`config.mk`:
```
export PLATFORM = sky130hd
export DESIGN_NAME = trdb_encapsulator
export DESIGN_NICKNAME = d
export VERILOG_FILES = /design/src/rtl/trdb_pkg.sv /design/src/rtl/trdb_encap_fifo.sv /design/src/rtl/trdb_encapsulator.sv
export SDC_FILE = /design/constraint.sdc
export NUM_CORES = 1
export LEC_CHECK = 0
export ABC_AREA = 1
export BUFFER_PORTS_ARGS = -buffer_cell sky130_fd_sc_hd__buf_2
export CAP_MARGIN = 20
export CELL_PAD_IN_SITES_DETAIL_PLACEMENT = 0
export CELL_PAD_IN_SITES_GLOBAL_PLACEMENT = 2
export CORE_MARGIN = 3
export CORE_UTILIZATION = 41
export DETAILED_ROUTE_END_ITERATION = 8
export GPL_TIMING_DRIVEN = 1
export PLACE_DENSITY_LB_ADDON = 0.1
export SYNTH_ARGS = -nofsm -noshare
export SYNTH_HDL_FRONTEND = slang
export SYNTH_SLANG_ARGS = --single-unit
```
`constraint.sdc`:
```
create_clock -name clk_i -period 5.2 [get_ports clk_i]
set_clock_uncertainty 0.05 [all_clocks]
set_input_delay 1.04 -clock clk_i [delete_from_list [all_inputs] [get_ports clk_i]]
set_output_delay 1.04 -clock clk_i [all_outputs]
set_load 0.02 [all_outputs]
```
`src/rtl/trdb_pkg.sv`:
```
// trdb_pkg: shared constants and types for the trace debug blocks.
//   PAYLOAD_LEN / P_LEN : payload bus and length field MSB indices.
//   MAX_BYTES           : largest legal payload length in bytes.
//   TS_LEN              : timestamp width.
//   encap_state_e       : encapsulator FSM states.
//   encap_entry_t       : one buffered packet (payload, length, optional timestamp).
// Optional feature macro: TRDB_ENCAP_TIMESTAMP_EN (adds the timestamp field).
package trdb_pkg;

  localparam int unsigned PAYLOAD_LEN = 47;
  localparam int unsigned P_LEN       = 3;
  localparam int unsigned MAX_BYTES   = (PAYLOAD_LEN + 1) / 8;
  localparam int unsigned TS_LEN      = 16;

  typedef enum logic [2:0] {
    IDLE,
    HEADER,
    TS_LO,
    TS_HI,
    PAYLOAD
  } encap_state_e;

  typedef struct packed {
    logic [PAYLOAD_LEN:0] payload;
    logic [P_LEN:0]       length;
`ifdef TRDB_ENCAP_TIMESTAMP_EN
    logic [TS_LEN-1:0]    ts;
`endif
  } encap_entry_t;

  // Header byte: {timestamp present, flow, payload length}
  function automatic logic [7:0] encap_header(input logic ts_en,
                                              input logic [1:0] flow,
                                              input logic [P_LEN:0] len);
    return {ts_en, flow, 5'(len)};
  endfunction

endpackage

```
`src/rtl/trdb_encap_fifo.sv`:
```
// trdb_encap_fifo: synchronous FIFO of encap_entry_t.
//   clk, rst   : clock, asynchronous active-high reset (empties the FIFO)
//   push/wdata : write request and entry
//   pop/rdata  : read request; rdata shows the head entry combinationally
//   full/empty : status
//   count      : current occupancy (0..DEPTH)
// Pointers carry one extra wrap bit so full and empty are distinguishable.
// A push while full is accepted only together with a pop.
module trdb_encap_fifo
  import trdb_pkg::*;
#(
  parameter int unsigned DEPTH = 4
) (
  input  logic                     clk,
  input  logic                     rst,
  input  logic                     push,
  input  encap_entry_t             wdata,
  input  logic                     pop,
  output encap_entry_t             rdata,
  output logic                     full,
  output logic                     empty,
  output logic [$clog2(DEPTH):0]   count
);

  localparam int unsigned AW = $clog2(DEPTH);

  encap_entry_t  mem [DEPTH];
  logic [AW:0]   wr_ptr;
  logic [AW:0]   rd_ptr;
  logic          do_push;
  logic          do_pop;

  assign empty   = (wr_ptr == rd_ptr);
  assign full    = (wr_ptr[AW] != rd_ptr[AW]) && (wr_ptr[AW-1:0] == rd_ptr[AW-1:0]);
  assign count   = wr_ptr - rd_ptr;
  assign do_pop  = pop && !empty;
  assign do_push = push && (!full || do_pop);
  assign rdata   = mem[rd_ptr[AW-1:0]];

  always_ff @(posedge clk or posedge rst) begin
    if (rst) begin
      wr_ptr <= '0;
      rd_ptr <= '0;
    end else begin
      if (do_push) wr_ptr <= wr_ptr + 1'b1;
      if (do_pop)  rd_ptr <= rd_ptr + 1'b1;
    end
  end

  always_ff @(posedge clk) begin
    if (do_push) mem[wr_ptr[AW-1:0]] <= wdata;
  end

endmodule

```
`src/rtl/trdb_encapsulator.sv`:
```
// trdb_encapsulator: buffers emitter packets and streams them out byte-serially
// as {header, [ts_lo, ts_hi], payload bytes LSB-first} over valid/ready.
//   clk_i, rst_i      : clock, asynchronous active-high reset
//   packet_payload_i  : payload, byte k at [8k+7:8k]
//   payload_length_i  : payload length in bytes (1..MAX_BYTES legal)
//   packet_valid_i    : one-cycle packet strobe (no backpressure)
//   out_data_o/out_valid_o/out_ready_i/out_last_o : byte stream to the sink
//   overflow_o        : one-cycle pulse per dropped packet (illegal length or FIFO full)
//   busy_o            : FIFO non-empty or FSM not idle
// Optional feature macro: TRDB_ENCAP_TIMESTAMP_EN (16-bit timestamp after header).
module trdb_encapsulator
  import trdb_pkg::*;
#(
  parameter int unsigned FIFO_DEPTH = 4,
  parameter logic [1:0]  FLOW       = 2'b00
) (
  input  logic                 clk_i,
  input  logic                 rst_i,
  input  logic [PAYLOAD_LEN:0] packet_payload_i,
  input  logic [P_LEN:0]       payload_length_i,
  input  logic                 packet_valid_i,
  output logic [7:0]           out_data_o,
  output logic                 out_valid_o,
  input  logic                 out_ready_i,
  output logic                 out_last_o,
  output logic                 overflow_o,
  output logic                 busy_o
);

  localparam int unsigned    AW      = $clog2(FIFO_DEPTH);
  localparam logic [P_LEN:0] MAX_LEN = (P_LEN + 1)'(MAX_BYTES);
  localparam logic [P_LEN:0] ONE     = (P_LEN + 1)'(1);
  localparam logic [P_LEN:0] TWO     = (P_LEN + 1)'(2);
`ifdef TRDB_ENCAP_TIMESTAMP_EN
  localparam logic           TS_EN   = 1'b1;
`else
  localparam logic           TS_EN   = 1'b0;
`endif

  encap_state_e         state, state_n;
  logic [PAYLOAD_LEN:0] shreg, shreg_n;
  logic [P_LEN:0]       cnt, cnt_n;
  logic [7:0]           data_q, data_n;
  logic                 valid_q, valid_n;
  logic                 last_q, last_n;
  logic                 ovf_q;
  logic                 busy_q, busy_n;

  encap_entry_t         wentry;
  encap_entry_t         head;
  logic                 fifo_full;
  logic                 fifo_empty;
  logic [AW:0]          fifo_count;
  logic [AW:0]          occ_n;
  logic                 pop;
  logic                 len_ok;
  logic                 push_ok;
  logic                 reject;
  logic                 hs;

`ifdef TRDB_ENCAP_TIMESTAMP_EN
  logic [TS_LEN-1:0]    ts_cnt;
  logic [TS_LEN-1:0]    ts_q, ts_n;

  always_ff @(posedge clk_i or posedge rst_i) begin
    if (rst_i) ts_cnt <= '0;
    else       ts_cnt <= ts_cnt + 1'b1;
  end
`endif

  assign len_ok  = (payload_length_i != '0) && (payload_length_i <= MAX_LEN);
  // Full FIFO still accepts when the FSM pops in the same cycle.
  assign push_ok = packet_valid_i && len_ok && (!fifo_full || pop);
  assign reject  = packet_valid_i && !push_ok;
  assign hs      = valid_q && out_ready_i;

  always_comb begin
    wentry         = '0;
    wentry.payload = packet_payload_i;
    wentry.length  = payload_length_i;
`ifdef TRDB_ENCAP_TIMESTAMP_EN
    wentry.ts      = ts_cnt;
`endif
  end

  trdb_encap_fifo #(
    .DEPTH (FIFO_DEPTH)
  ) u_fifo (
    .clk   (clk_i),
    .rst   (rst_i),
    .push  (push_ok),
    .wdata (wentry),
    .pop   (pop),
    .rdata (head),
    .full  (fifo_full),
    .empty (fifo_empty),
    .count (fifo_count)
  );

  always_comb begin
    state_n = state;
    shreg_n = shreg;
    cnt_n   = cnt;
    data_n  = data_q;
    valid_n = valid_q;
    last_n  = last_q;
    pop     = 1'b0;
`ifdef TRDB_ENCAP_TIMESTAMP_EN
    ts_n    = ts_q;
`endif

    unique case (state)
      IDLE: begin
        valid_n = 1'b0;
        last_n  = 1'b0;
        if (!fifo_empty) pop = 1'b1;
      end
      HEADER: begin
        if (hs) begin
`ifdef TRDB_ENCAP_TIMESTAMP_EN
          state_n = TS_LO;
          data_n  = ts_q[7:0];
`else
          state_n = PAYLOAD;
          data_n  = shreg[7:0];
          last_n  = (cnt == ONE);
`endif
        end
      end
`ifdef TRDB_ENCAP_TIMESTAMP_EN
      TS_LO: begin
        if (hs) begin
          state_n = TS_HI;
          data_n  = ts_q[15:8];
        end
      end
      TS_HI: begin
        if (hs) begin
          state_n = PAYLOAD;
          data_n  = shreg[7:0];
          last_n  = (cnt == ONE);
        end
      end
`endif
      PAYLOAD: begin
        if (hs) begin
          if (cnt <= ONE) begin
            // Last byte accepted: chain straight into the next packet if one waits.
            if (!fifo_empty) begin
              pop = 1'b1;
            end else begin
              state_n = IDLE;
              valid_n = 1'b0;
              last_n  = 1'b0;
            end
          end else begin
            shreg_n = shreg >> 8;
            cnt_n   = cnt - ONE;
            data_n  = shreg[15:8];
            last_n  = (cnt == TWO);
          end
        end
      end
      default: begin
        state_n = IDLE;
        valid_n = 1'b0;
        last_n  = 1'b0;
      end
    endcase

    // Any pop loads the head entry and presents its header next cycle.
    if (pop) begin
      state_n = HEADER;
      shreg_n = head.payload;
      cnt_n   = head.length;
      data_n  = encap_header(TS_EN, FLOW, head.length);
      valid_n = 1'b1;
      last_n  = 1'b0;
`ifdef TRDB_ENCAP_TIMESTAMP_EN
      ts_n    = head.ts;
`endif
    end

    occ_n  = fifo_count + (AW + 1)'(push_ok) - (AW + 1)'(pop);
    busy_n = (state_n != IDLE) || (occ_n != '0);
  end

  always_ff @(posedge clk_i or posedge rst_i) begin
    if (rst_i) begin
      state   <= IDLE;
      shreg   <= '0;
      cnt     <= '0;
      data_q  <= '0;
      valid_q <= 1'b0;
      last_q  <= 1'b0;
      ovf_q   <= 1'b0;
      busy_q  <= 1'b0;
`ifdef TRDB_ENCAP_TIMESTAMP_EN
      ts_q    <= '0;
`endif
    end else begin
      state   <= state_n;
      shreg   <= shreg_n;
      cnt     <= cnt_n;
      data_q  <= data_n;
      valid_q <= valid_n;
      last_q  <= last_n;
      ovf_q   <= reject;
      busy_q  <= busy_n;
`ifdef TRDB_ENCAP_TIMESTAMP_EN
      ts_q    <= ts_n;
`endif
    end
  end

  assign out_data_o  = data_q;
  assign out_valid_o = valid_q;
  assign out_last_o  = last_q;
  assign overflow_o  = ovf_q;
  assign busy_o      = busy_q;

endmodule

```
==> flow_metrics.py <==
metrics = {
    "global_route": {
        "top_usage_layer": "met2",
        "grt_max_degree": 79,
        "grt_pass1_vias": 7123,
        "antenna_found_initial": 0,
        "grt_use_met2_pct": 29.1,
        "use_met3_pct": 2.38,
        "use_met1_pct": 24.5,
        "grt_util_all_layers_pct": 17.5,
        "grt_pass1_wl_um": 41400,
        "grt_overflow": 0,
    },
    "detailed_routing": {
        "drtAntennaViolNets": 0,
        "via_per_inst": 4.97,
        "drc": 0,
        "num_vias": 7424,
        "route.detailed.wl_per_inst_um": 17.7,
        "firstDrtPassIters": 5,
        "routed_wl_um": 26400,
        "drtIter0Drc": 458,
    },
    "clock_tree": {
        "clock-sinks": 281,
        "cts-root-buf": "clkbuf_16",
        "h-tree-depth": 1,
        "worstSkewPairLatency_ns": 0.56,
        "cts_tree": "done",
        "post_cts_resized": 0,
        "post_cts_buffers": 0,
        "ctsLongestPathBuffers": 3,
        "numCtsBuffers": 31,
        "cts_hold_buf": 0,
        "clk_pin_slew_ns": 0.06,
    },
    "power_and_ir_drop": {
        "power_mw": 7.40,
        "powerDensity_nw_per_um2": 558,
        "leakagePower_nw": 5.22,
        "ir_drop_mv": 0.293,
    },
    "cells_and_area": {
        "design_area_um2": 13300,
        "drive_gt1_share_pct": 12.8,
        "final_common_cell": "edfxtp_1",
        "diodes": 0,
        "final_cell_mix": "208 x edfxtp_1, 195 x nand2_1, 116 x nor2_1",
        "fin_nets": 1160,
        "area_delta_synth_final_pct": 14.1,
    },
    "critical_path": {
        "cp_slowest_cell": "dfrtp_2",
        "startpoint": "u_fifo.rd_ptr[0]",
        "crit_chain": "inv_4 -> nand2_1 -> nand2_2 -> nand3_2 -> nand2_1 -> inv_2 -> nand2_4 -> nand2_1 -> nand2_2 -> inv_1 -> fa_1 -> inv_1 -> fa_1 -> inv_1 -> ha_1 -> xnor2_1 -> xnor2_1 -> nand2_1 -> nor2_2 -> nand2_1",
        "crit_required_ns": 5.60,
        "crit_top_cell": "nand2_1",
        "timing.reg2reg.setup_slack_ns": 1.35,
        "r2r-end": "busy_o",
        "critPathMaxStageDelay_ns": 0.74,
        "regToRegStartpoint": "u_fifo.rd_ptr[0]",
        "worst_setup_path_end_kind": "flip-flop",
        "critical_path_arrival_ns": 4.26,
        "cp_max_fo": 47,
        "reg2regPathDepth": 20,
        "worst_setup_path_start_kind": "flip-flop",
        "critPathKind": "flip-flop to flip-flop",
    },
    "logic_synthesis": {
        "ys_ff_latch": 281,
        "synth-edff-count": 208,
        "syn-cell-area_um2": 11600,
        "synth_nets": 1105,
        "async_reset_ff_share_pct": 26.0,
        "synth_ff_type": "edfxtp_1",
        "synthesis.instances": 1037,
        "avgSynthCellArea_um2": 11.2,
        "seq_area_frac_synth_pct": 69.5,
        "ys_warn_count": 0,
        "ys_types": 34,
    },
    "min_path": {
        "hold_end": "out_valid_o",
        "min_path_cells": 2,
        "hold_start": "out_valid_o",
        "hp-class": "flip-flop to flip-flop",
    },
    "timing": {
        "setup_ws_ns": 1.35,
        "max_slew.worst_pin.slew_ns": 0.976,
        "final.min_clock_period_ns": 3.85,
        "setup-violations-final": 0,
        "grt_setup_unrepaired": "false",
        "tns_ns": 0,
        "timing.fmax_mhz": 260,
        "slew_headroom_pct": 34.9,
        "hold_viol_final": 0,
        "maxSlewViolCount": 0,
        "finalCritPeriodShare_pct": 74.1,
    },
    "die": {
        "core_um2": 27900,
        "dieArea_um2": 30400,
        "rows": 61,
        "die_y_um": 174,
        "initial_utilization_pct": 41.7,
        "pin_count": 68,
        "die_x_um": 174,
    },
    "flow_run": {
        "maxCapViolations": 0,
    },
    "placement": {
        "place_ws_ns": 1.07,
        "placed_cell_area_um2": 12300,
        "port-buffer-count": 67,
        "dpl.hpwl_um": 15800,
        "gp_congestion": 0.743,
    },
    "status": {
        "outcome": "complete, no violations",
    },
}
## synthesized netlist by cell type, types with 3 or more instances
library cell  count  area [um^2]
nand2_2           6         37.5
o21ai_0         111          556
o21ai_1          42          210
clkbuf_1         28          105
inv_1            70          263
inv_2             3         11.3
nand3_1          67          335
xnor2_1           3         26.3
buf_2            18         90.1
nand2_1         195          732
dfrtp_1          73         1830
nor2_1          120          450
o22ai_1          49          307
xor2_1            4         35.0
buf_6             7         78.8
edfxtp_1        208         6250
ha_1             10          125
## where the power goes
group          internal (mW)  switching (mW)  total, mW
registers               2.83           0.254       3.08
logic                  0.709            1.51       2.22
clock network           1.24           0.854       2.10
total                   4.78            2.62       7.40
## flip-flops by register name, summed over array words and instances (netlist names)
register / flops
out_valid_o: 1
overflow_o: 1
state: 3
u_fifo.rd_ptr: 3
out_last_o: 1
shreg: 48
busy_o: 1
u_fifo.mem: 208
out_data_o: 8
cnt: 4
u_fifo.wr_ptr: 3
## area by class of cell
class,count,area (um^2)
clock buffers,40,810
clock inverters,17,169
well taps,378,473
flip-flops and latches,281,8080
inverters,74,282
fillers,2566,14600
repair buffers,80,470
multi-input cells,624,2990
## cells by family (layout without fill, tap and decap cells)
family                     count (synthesis)  in the layout  share of synthesized area (%)
DFF                                      281            281                           69.5
and+or+nand+nor                          399            399                           14.1
AOI/OAI and AO/OA                        205            205                           9.39
buffers and inverters                    132            211                           5.09
other                                      1              1                         0.0323
adders and majority gates                 12             12                           1.42
xor gates and xnor gates                   7              7                          0.527
## how the worst max path moves through the flow
| stage | to | slack, ns | cells after the start |
|---|---|---|---|
| floorplan | u_fifo.mem[0][0] | 0.66 | 4 |
| detailed placement | busy_o | 1.07 | 15 |
| global placement | busy_o | 1.12 | 15 |
| CTS | busy_o | 1.25 | 20 |
| finish | busy_o | 1.35 | 20 |
| global route | busy_o | 0.97 | 20 |
## critical path, delay by kind of cell, from the launching register on
kind | cells | cell delay, ns
AND/OR/NAND/NOR | 10 | 1.04
adder cells (fa/ha/maj) | 3 | 0.90
flip-flops | 1 | 0.74
buffers and inverters | 5 | 0.70
XOR/XNOR | 2 | 0.30
## through the flow
stage	hold slack (ns)	util (%)	cells
final	0.442	47.6	1494
after global routing	0.488	47.6	1494
after CTS	0.441	47.6	1494
after detailed placement	0.427	44.1	1437
after global placement	0.431	44.1	1437
after floorplan	0.412	-	1037
## metal layers
metal,up-vias,wire [um]
met5,-,0
met4,0,604
met3,41,951
met2,119,12700
met1,3577,12200
li1,3687,-
No activity file was read; power rests on OpenSTA's default activity.
